[src/rtl/mem_arbiter.sv]
// Two-port (fetch / data) arbiter in front of a single-port synchronous memory.
// Optional fetch starvation guard enabled by defining MEM_ARB_STARVE_GUARD_EN.
module mem_arbiter #(
  parameter int unsigned STARVE_LIMIT = 3
) (
  input  logic       clk,
  input  logic       reset,
  input  logic       if_req,
  input  logic [7:0] if_addr,
  output logic       if_gnt,
  output logic       if_rvalid,
  output logic [7:0] if_rdata,
  input  logic       dm_req,
  input  logic       dm_we,
  input  logic [7:0] dm_addr,
  input  logic [7:0] dm_wdata,
  output logic       dm_gnt,
  output logic       dm_rvalid,
  output logic [7:0] dm_rdata,
  output logic       mem_en,
  output logic       mem_we,
  output logic [7:0] mem_addr,
  output logic [7:0] mem_wdata,
  input  logic [7:0] mem_rdata
);

  if (STARVE_LIMIT < 1 || STARVE_LIMIT > 15) begin : g_bad_limit
    $error("mem_arbiter: STARVE_LIMIT must be in 1..15");
  end

  logic       if_win, dm_win;
  logic       if_gnt_q, if_gnt_d, dm_gnt_q, dm_gnt_d;
  logic       mem_en_q, mem_en_d, mem_we_q, mem_we_d;
  logic [7:0] mem_addr_q, mem_addr_d, mem_wdata_q, mem_wdata_d;
  logic       pend_if_q, pend_if_d, pend_dm_q, pend_dm_d;
  logic       if_rvalid_q, if_rvalid_d, dm_rvalid_q, dm_rvalid_d;
  logic [7:0] if_rdata_q, if_rdata_d, dm_rdata_q, dm_rdata_d;

`ifdef MEM_ARB_STARVE_GUARD_EN
  localparam logic [3:0] LIMIT = STARVE_LIMIT[3:0];
  logic       force_if;
  logic [3:0] starve_cnt_q, starve_cnt_d;
`endif

  always_comb begin
    dm_win = dm_req;
    if_win = if_req & ~dm_req;
`ifdef MEM_ARB_STARVE_GUARD_EN
    // Once fetch has lost LIMIT edges in a row it takes this edge unconditionally.
    force_if     = if_req && (starve_cnt_q == LIMIT);
    dm_win       = dm_req & ~force_if;
    if_win       = if_req & ~dm_win;
    starve_cnt_d = starve_cnt_q;
    if (!if_req || if_win)
      starve_cnt_d = '0;
    else if (dm_win)
      starve_cnt_d = starve_cnt_q + 4'd1;
`endif
  end

  always_comb begin
    if_gnt_d    = if_win;
    dm_gnt_d    = dm_win;
    mem_en_d    = if_win | dm_win;
    mem_we_d    = dm_win & dm_we;
    mem_addr_d  = mem_addr_q;
    mem_wdata_d = mem_wdata_q;
    if (dm_win) begin
      mem_addr_d  = dm_addr;
      mem_wdata_d = dm_wdata;
    end else if (if_win) begin
      mem_addr_d  = if_addr;
    end
    // Owner tag rides one stage behind the grant; memory data arrives during that stage.
    pend_if_d   = if_gnt_q;
    pend_dm_d   = dm_gnt_q & ~mem_we_q;
    if_rvalid_d = pend_if_q;
    dm_rvalid_d = pend_dm_q;
    if_rdata_d  = pend_if_q ? mem_rdata : if_rdata_q;
    dm_rdata_d  = pend_dm_q ? mem_rdata : dm_rdata_q;
  end

  always_ff @(posedge clk or negedge reset) begin
    if (!reset) begin
      if_gnt_q    <= 1'b0;
      dm_gnt_q    <= 1'b0;
      mem_en_q    <= 1'b0;
      mem_we_q    <= 1'b0;
      mem_addr_q  <= '0;
      mem_wdata_q <= '0;
      pend_if_q   <= 1'b0;
      pend_dm_q   <= 1'b0;
      if_rvalid_q <= 1'b0;
      dm_rvalid_q <= 1'b0;
      if_rdata_q  <= '0;
      dm_rdata_q  <= '0;
`ifdef MEM_ARB_STARVE_GUARD_EN
      starve_cnt_q <= '0;
`endif
    end else begin
      if_gnt_q    <= if_gnt_d;
      dm_gnt_q    <= dm_gnt_d;
      mem_en_q    <= mem_en_d;
      mem_we_q    <= mem_we_d;
      mem_addr_q  <= mem_addr_d;
      mem_wdata_q <= mem_wdata_d;
      pend_if_q   <= pend_if_d;
      pend_dm_q   <= pend_dm_d;
      if_rvalid_q <= if_rvalid_d;
      dm_rvalid_q <= dm_rvalid_d;
      if_rdata_q  <= if_rdata_d;
      dm_rdata_q  <= dm_rdata_d;
`ifdef MEM_ARB_STARVE_GUARD_EN
      starve_cnt_q <= starve_cnt_d;
`endif
    end
  end

  assign if_gnt    = if_gnt_q;
  assign dm_gnt    = dm_gnt_q;
  assign mem_en    = mem_en_q;
  assign mem_we    = mem_we_q;
  assign mem_addr  = mem_addr_q;
  assign mem_wdata = mem_wdata_q;
  assign if_rvalid = if_rvalid_q;
  assign dm_rvalid = dm_rvalid_q;
  assign if_rdata  = if_rdata_q;
  assign dm_rdata  = dm_rdata_q;

endmodule

[config.mk]
export PLATFORM = sky130hd
export DESIGN_NAME = mem_arbiter
export DESIGN_NICKNAME = d
export VERILOG_FILES = /design/src/rtl/mem_arbiter.sv
export SDC_FILE = /design/constraint.sdc
export NUM_CORES = 1
export LEC_CHECK = 0
export CORE_ASPECT_RATIO = 0.7
export CORE_UTILIZATION = 42
export DETAILED_ROUTE_END_ITERATION = 12
export PLACE_DENSITY = 0.83
export SLEW_MARGIN = 20
export SYNTH_ARGS = -nofsm -noshare
export SYNTH_HDL_FRONTEND = slang
export SYNTH_SLANG_ARGS = --single-unit
[constraint.sdc]
create_clock -name clk -period 3.3 [get_ports clk]
set_clock_uncertainty 0.2 [all_clocks]
set_input_delay 0.66 -clock clk [delete_from_list [all_inputs] [get_ports clk]]
set_output_delay 0.66 -clock clk [all_outputs]
set_load 0.03 [all_outputs]
==> metrics, run 1 <==
max-cap violations 0; number of synthesized register bits 40; R2R depth 1; ant diodes 0; fmax 454 MHz; DP Area approximately 2300 sq um; Clock Power Share between 30% and 40%; share of cells above drive strength 1 roughly 19%; fin nets around 210; Worst Hold Launch if_gnt$_DFF_PN0_; Post-Syn Nets between 100 and 150; max incr delay on CP 690 ps; sequence of cells on the critical path clkdlybuf4s50_1; Worst-Margin Slew 870 ps; Worst R2R Setup Slack ~2000 ps; Max FO, Critical Path 2; P_leak 1.01 nW; Mean Syn Cell Area ~15 sq um; CP Launch Type flop; first-pass GRT wire length about 5300 um; effective utilization at floorplan between 40% and 50%; Tcrit/Tclk final 66.8%; RSZ-0062 raised after global routing false; Fin. Hold Viols 0; Clk Latency, worst-skew pair 290 ps; arrival time at the worst endpoint 1340 ps; Cells after Synth 98; CTS tree built; final worst path period need 2200 ps; Setup TNS 0 ps; WL final approximately 3300 um; Finished Layout Cells 222; relative slew slack 42.0%; initial antenna violation count 0; sequential share of power between 40 and 50%; area grow syn2layout 58.7%; Post-CTS Setup Inserts 0; final instance area roughly 2400 sq um; clock root buffer master clkbuf_8; core area approximately 3300 sq um; clock-pin slew on the worst setup and hold paths 80 ps; delay-heaviest family, CP buffers and inverters; Final Util approximately 72%; top post-synthesis cells by area dfrtp_1, mux2_2, mux2i_1, o21ai_0, nand2_1; die span in y roughly 52 um; Die ar. between 3000 and 4000 sq um; Rows 17; CTS H-tree lvls 2; largest net degree at the start of global routing 41; Vias 1029; DRC viols 0; # port buffers 74; CP bufs+invs 1; Post-Place Cells roughly 210; CP Data Required Time between 2000 and 2500 ps; switching part of the total a little over a quarter; post-synth cell types 12; post-route ant nets 0; I/O Pins 75; vias in the first global route approximately 1100; DR pass1 iterations 2; synthesized cell area between 1000 and 1500 sq um; WHS Endpoint if_rvalid_d$_DFF_PN0_; per-cell routed wire length around 15 um; Crit Path Class reg -> out; Die W roughly 73 um; status finished, final reports clean; synth warn 0; top cell type's share of synthesized area approximately 67%; CTS buffer count 5; P_int 950 uW; Slew Limit Fails 0; worst IR drop on VDD around 370 uV; final hold slack ~190 ps; r2r endpoint dm_rdata[7]$_DFFE_PN0P_; CP max-delay cell clkdlybuf4s50_1; initial DRC count 73; worst hold path cell count 0; NetSw ~360 uW; cts hold-fix bufs 0; GRT overflow 0; largest area contributor in the netlist dfrtp_1; Clock Path Buffers 2; GPL Wtd Cong between 0.7 and 0.8; GRT Overall Usage about a fifth; vias per inst between 4 and 5; Resized Gates After CTS 0; DPL Wire Length 2430 um; register area share after synthesis between 60 and 70%; pwr dens around 550 nW/um^2; Sink Count 40; r2r startpoint dm_rvalid_d$_DFF_PN0_; Hold Crit Class reg -> reg; setup violators final 0; Gate power share between 20% and 30%; Worst Setup End Kind output port
## how the worst max path moves through the flow
stage / start / end / slack, ps / depth (start not counted)
finish: mem_addr[2]$_DFFE_PN0P_ / mem_addr[2] / 1100 / 1
global route: mem_addr[2]$_DFFE_PN0P_ / mem_addr[2] / 1050 / 1
CTS: mem_addr[2]$_DFFE_PN0P_ / mem_addr[2] / 1090 / 1
detailed placement: if_req / mem_addr[0]$_DFFE_PN0P_ / 1110 / 3
global placement: if_req / mem_addr[3]$_DFFE_PN0P_ / 1200 / 3
floorplan: dm_req / mem_wdata[5]$_DFFE_PN0P_ / 1800 / 3
## synthesized netlist by cell type
cell,count
nand2_1,8
or2_1,1
buf_2,3
mux2i_1,8
mux2_2,23
and2_1,1
buf_4,1
mux2_4,1
dfrtp_1,40
nor2b_1,2
buf_6,2
o21ai_0,8
## cell families (layout without fill, tap and decap cells)
logic type             Yosys count  count (layout)  share of synthesized area (%)
muxes                           32              32                           23.7
buffers and inverters            6              83                           3.01
and+or+nand+nor                 12              12                           3.68
AOI/OAI and AO/OA                8               8                           2.68
DFF                             40              40                           66.9
## metrics by stage
stage	power, mW	setup slack (ps)
floorplan	0.742	1800
global placement	0.901	1200
detailed placement	0.911	1110
CTS	1.32	1090
global route	1.37	1050
finish	1.31	1100
## power groups by stage
stage	clock [mW]	sequential [mW]	combinational (mW)
2_1_floorplan	0	0.678	0.0642
3_3_place_gp	0	0.579	0.321
3_5_place_dp	0	0.583	0.328
4_1_cts	0.422	0.574	0.329
5_1_grt	0.449	0.580	0.344
6_report	0.411	0.573	0.325
## metal layers
layer	part of all wire, %	global-route usage (%)
met2	46	31.2
met4	1.2	7.69
met1	43	23.7
met3	9.7	9.11
met5	0	0
## cell usage in the layout (no fill, tap or decap), drive strengths merged
master / Yosys / final
mux2: 24 / 24
clkbuf: 0 / 6
nand2: 8 / 8
o21ai: 8 / 8
nor2b: 2 / 2
or2: 1 / 1
dfrtp: 40 / 40
bufinv: 0 / 1
clkdlybuf4s50: 0 / 73
clkinv: 0 / 1
and2: 1 / 1
buf: 6 / 2
mux2i: 8 / 8
## layout make-up
| type | instances | area (sq um) |
|---|---|---|
| fillers | 240 | 902 |
| clock inverters | 2 | 38.8 |
| multi-input cells | 52 | 449 |
| repair buffers | 75 | 743 |
| clock buffers | 6 | 82.6 |
| flip-flops and latches | 40 | 1000 |
| well taps | 47 | 58.8 |
## sequential cells by signal, summed over array words and instances (netlist names)
| name | flops |
|---|---|
| dm_gnt | 1 |
| dm_rdata | 8 |
| dm_rvalid | 1 |
| dm_rvalid_d | 1 |
| if_gnt | 1 |
| if_rdata | 8 |
| if_rvalid | 1 |
| if_rvalid_d | 1 |
| mem_addr | 8 |
| mem_en | 1 |
| mem_wdata | 8 |
| mem_we | 1 |
Note: power is estimated with default switching activity, not from simulation.
==> inputs of run 2 (changes only) <==
--- a/config.mk
+++ b/config.mk
@@ -6,9 +6,9 @@
 export NUM_CORES = 1
 export LEC_CHECK = 0
 export CORE_ASPECT_RATIO = 0.7
-export CORE_UTILIZATION = 42
+export CORE_UTILIZATION = 39
 export DETAILED_ROUTE_END_ITERATION = 12
-export PLACE_DENSITY = 0.83
+export PLACE_DENSITY = 0.78
 export SLEW_MARGIN = 20
 export SYNTH_ARGS = -nofsm -noshare
 export SYNTH_HDL_FRONTEND = slang
==> constraint.sdc (replaced) <==
create_clock -name clk -period 2.25 [get_ports clk]
set_clock_uncertainty 0.2 [all_clocks]
set_input_delay 0.45 -clock clk [delete_from_list [all_inputs] [get_ports clk]]
set_output_delay 0.45 -clock clk [all_outputs]
set_load 0.03 [all_outputs]
==> metrics, run 2 (synthesis results as in run 1) <==
max incr delay on CP 680 ps (about the same); Die ar. 4090 sq um (+7.4%); ant diodes 0 (unchanged); core area 3600 sq um (+10%); vias in the first global route 1054 (-5.7%); Fill cells 280 (+17%); DR pass1 iterations 3 (+1); arrival time at the worst endpoint 1340 ps (about the same); final hold slack 55.8 ps (-134 ps); effective utilization at floorplan 41.5% (-4.2 points); area grow syn2layout 56.7%; first-pass GRT wire length 5080 um (-4.2%); CTS tree built; CTS H-tree lvls 2 (unchanged); Worst-Margin Slew 830 ps (-40.2 ps); GRT Overall Usage 17.3% (-2.4 points); Vias 1051 (+2.1%); Max FO, Critical Path 2 (unchanged); Setup TNS 0 ps (unchanged); post-route ant nets 0 (unchanged); cts hold-fix bufs 0 (unchanged); DPL Wire Length 2440 um (+0.42%); final instance area 2340 sq um (-1.3%); Resized Gates After CTS 0 (unchanged); final worst path period need roughly 2000 ps; Hold Crit Class in -> async; DP Area 2260 sq um (+0.17%); Worst Setup End Kind output port; Fin. Hold Viols 0 (unchanged); die span in y 53.8 um (+3.6%); max-cap violations 0 (unchanged); most common cell after layout, fill and taps aside clkdlybuf4s50_1; GRT overflow 0 (unchanged); CP Launch Type flop; setup violators final 0 (unchanged); P_leak 0.997 nW (-1.3%); CTS buffer count 5 (unchanged); clock-pin slew on the worst setup and hold paths 70 ps (about the same); Clock Path Buffers 2 (unchanged); Clk Latency, worst-skew pair 290 ps (about the same); Rows 18 (+1); Place WS 300 ps (-808 ps); status finished, final reports clean; # port buffers 74 (unchanged); pwr dens 754 nW/um^2 (+37%); Final Util 65.0% (-7.4 points); share of cells above drive strength 1 19.4% (unchanged); WL final 3250 um (-0.73%); Die W 76.0 um (+3.7%); commonest cells after routing, fill and taps aside clkdlybuf4s50_1, dfrtp_1, mux2_2; initial DRC count 26 (-64%); clock root buffer master clkbuf_8; I/O Pins 75 (unchanged); CP Data Required Time 1600 ps (-840 ps); vias per inst 4.67 (+0.78%); delay-heaviest family, CP buffers and inverters; Finished Layout Cells 225 (+1.4%); r2r startpoint dm_rvalid_d$_DFF_PN0_; CP bufs+invs 1 (unchanged); final total power 1.77 mW (+35%); fmax 502 MHz; relative slew slack 44.7% (+2.7 points); Crit Path Class reg -> out; sequence of cells on the critical path clkdlybuf4s50_1; crit path launch if_rdata[5]$_DFFE_PN0P_; per-cell routed wire length 14.4 um (-2.1%); initial antenna violation count 0 (unchanged); CP max-delay cell clkdlybuf4s50_1; Tcrit/Tclk final approximately 89%; GPL Wtd Cong 0.744 (-4.5%); Slew Limit Fails 0 (unchanged); DRC viols 0 (unchanged); RSZ-0062 raised after global routing false; Sink Count 40 (unchanged); Worst R2R Setup Slack 980 ps (-1050 ps); Post-CTS Setup Inserts 0 (unchanged); largest net degree at the start of global routing 41 (unchanged); worst IR drop on VDD 355 uV (-4.9%); Post-Place Cells 217 (+1.4%); PnR worst setup slack 258 ps (-838 ps); fin nets 211 (unchanged)
## run 2: cell types whose count changed in the layout (fill, tap and decap cells not counted), sizes merged
cell    delta
bufinv     -1
clkbuf     -1
clkinv     +2
## run 2: area by class of cell
type | instances | area [sq um] | area share (%)
multi-input combinational | 52 | 449 | 19.2
clock inverter | 3 | 18.8 | 0.801
clock buffer | 5 | 68.8 | 2.94
sequential | 40 | 1000 | 42.7
timing repair buffer | 75 | 743 | 31.7
tap | 50 | 62.6 | 2.67
## run 2: worst paths after layout
| check | end | cells after the start |
|---|---|---|
| setup reg to reg | dm_rdata[4]$_DFFE_PN0P_ | 1 |
| max in group asynchronous | mem_wdata[2]$_DFFE_PN0P_ | 1 |
| hold reg to reg | if_rvalid_d$_DFF_PN0_ | 0 |
| min in group clk | if_rvalid_d$_DFF_PN0_ | 0 |
| hold / removal | dm_rdata[1]$_DFFE_PN0P_ | 1 |
| setup / recovery | if_rdata[5] | 1 |
## run 2: report_power, final
| part | total, mW | internal, mW | switching [mW] | leakage (nW) |
|---|---|---|---|---|
| Combinational | 0.477 | 0.238 | 0.239 | 0.474 |
| Sequential | 0.842 | 0.795 | 0.0473 | 0.476 |
| Clock | 0.448 | 0.216 | 0.233 | 0.0479 |
| Total | 1.77 | 1.25 | 0.519 | 0.997 |
## run 2: per-layer routing
metal	track usage (%)	up-vias	part of all wire [%]
li1	-	485	-
met1	19.9	501	41
met2	29.4	54	49
met3	6.27	11	7.5
met4	9.62	0	2.6
met5	0	-	0
==> inputs of run 3 (changes only) <==
--- a/config.mk
+++ b/config.mk
@@ -7,6 +7,7 @@
 export LEC_CHECK = 0
 export CORE_ASPECT_RATIO = 0.7
 export CORE_UTILIZATION = 39
+export CTS_CLUSTER_DIAMETER = 30
 export DETAILED_ROUTE_END_ITERATION = 12
 export PLACE_DENSITY = 0.78
 export SLEW_MARGIN = 20
==> results of run 3 <==
The final DEF is identical to that of run 2; final timing and power are the same.
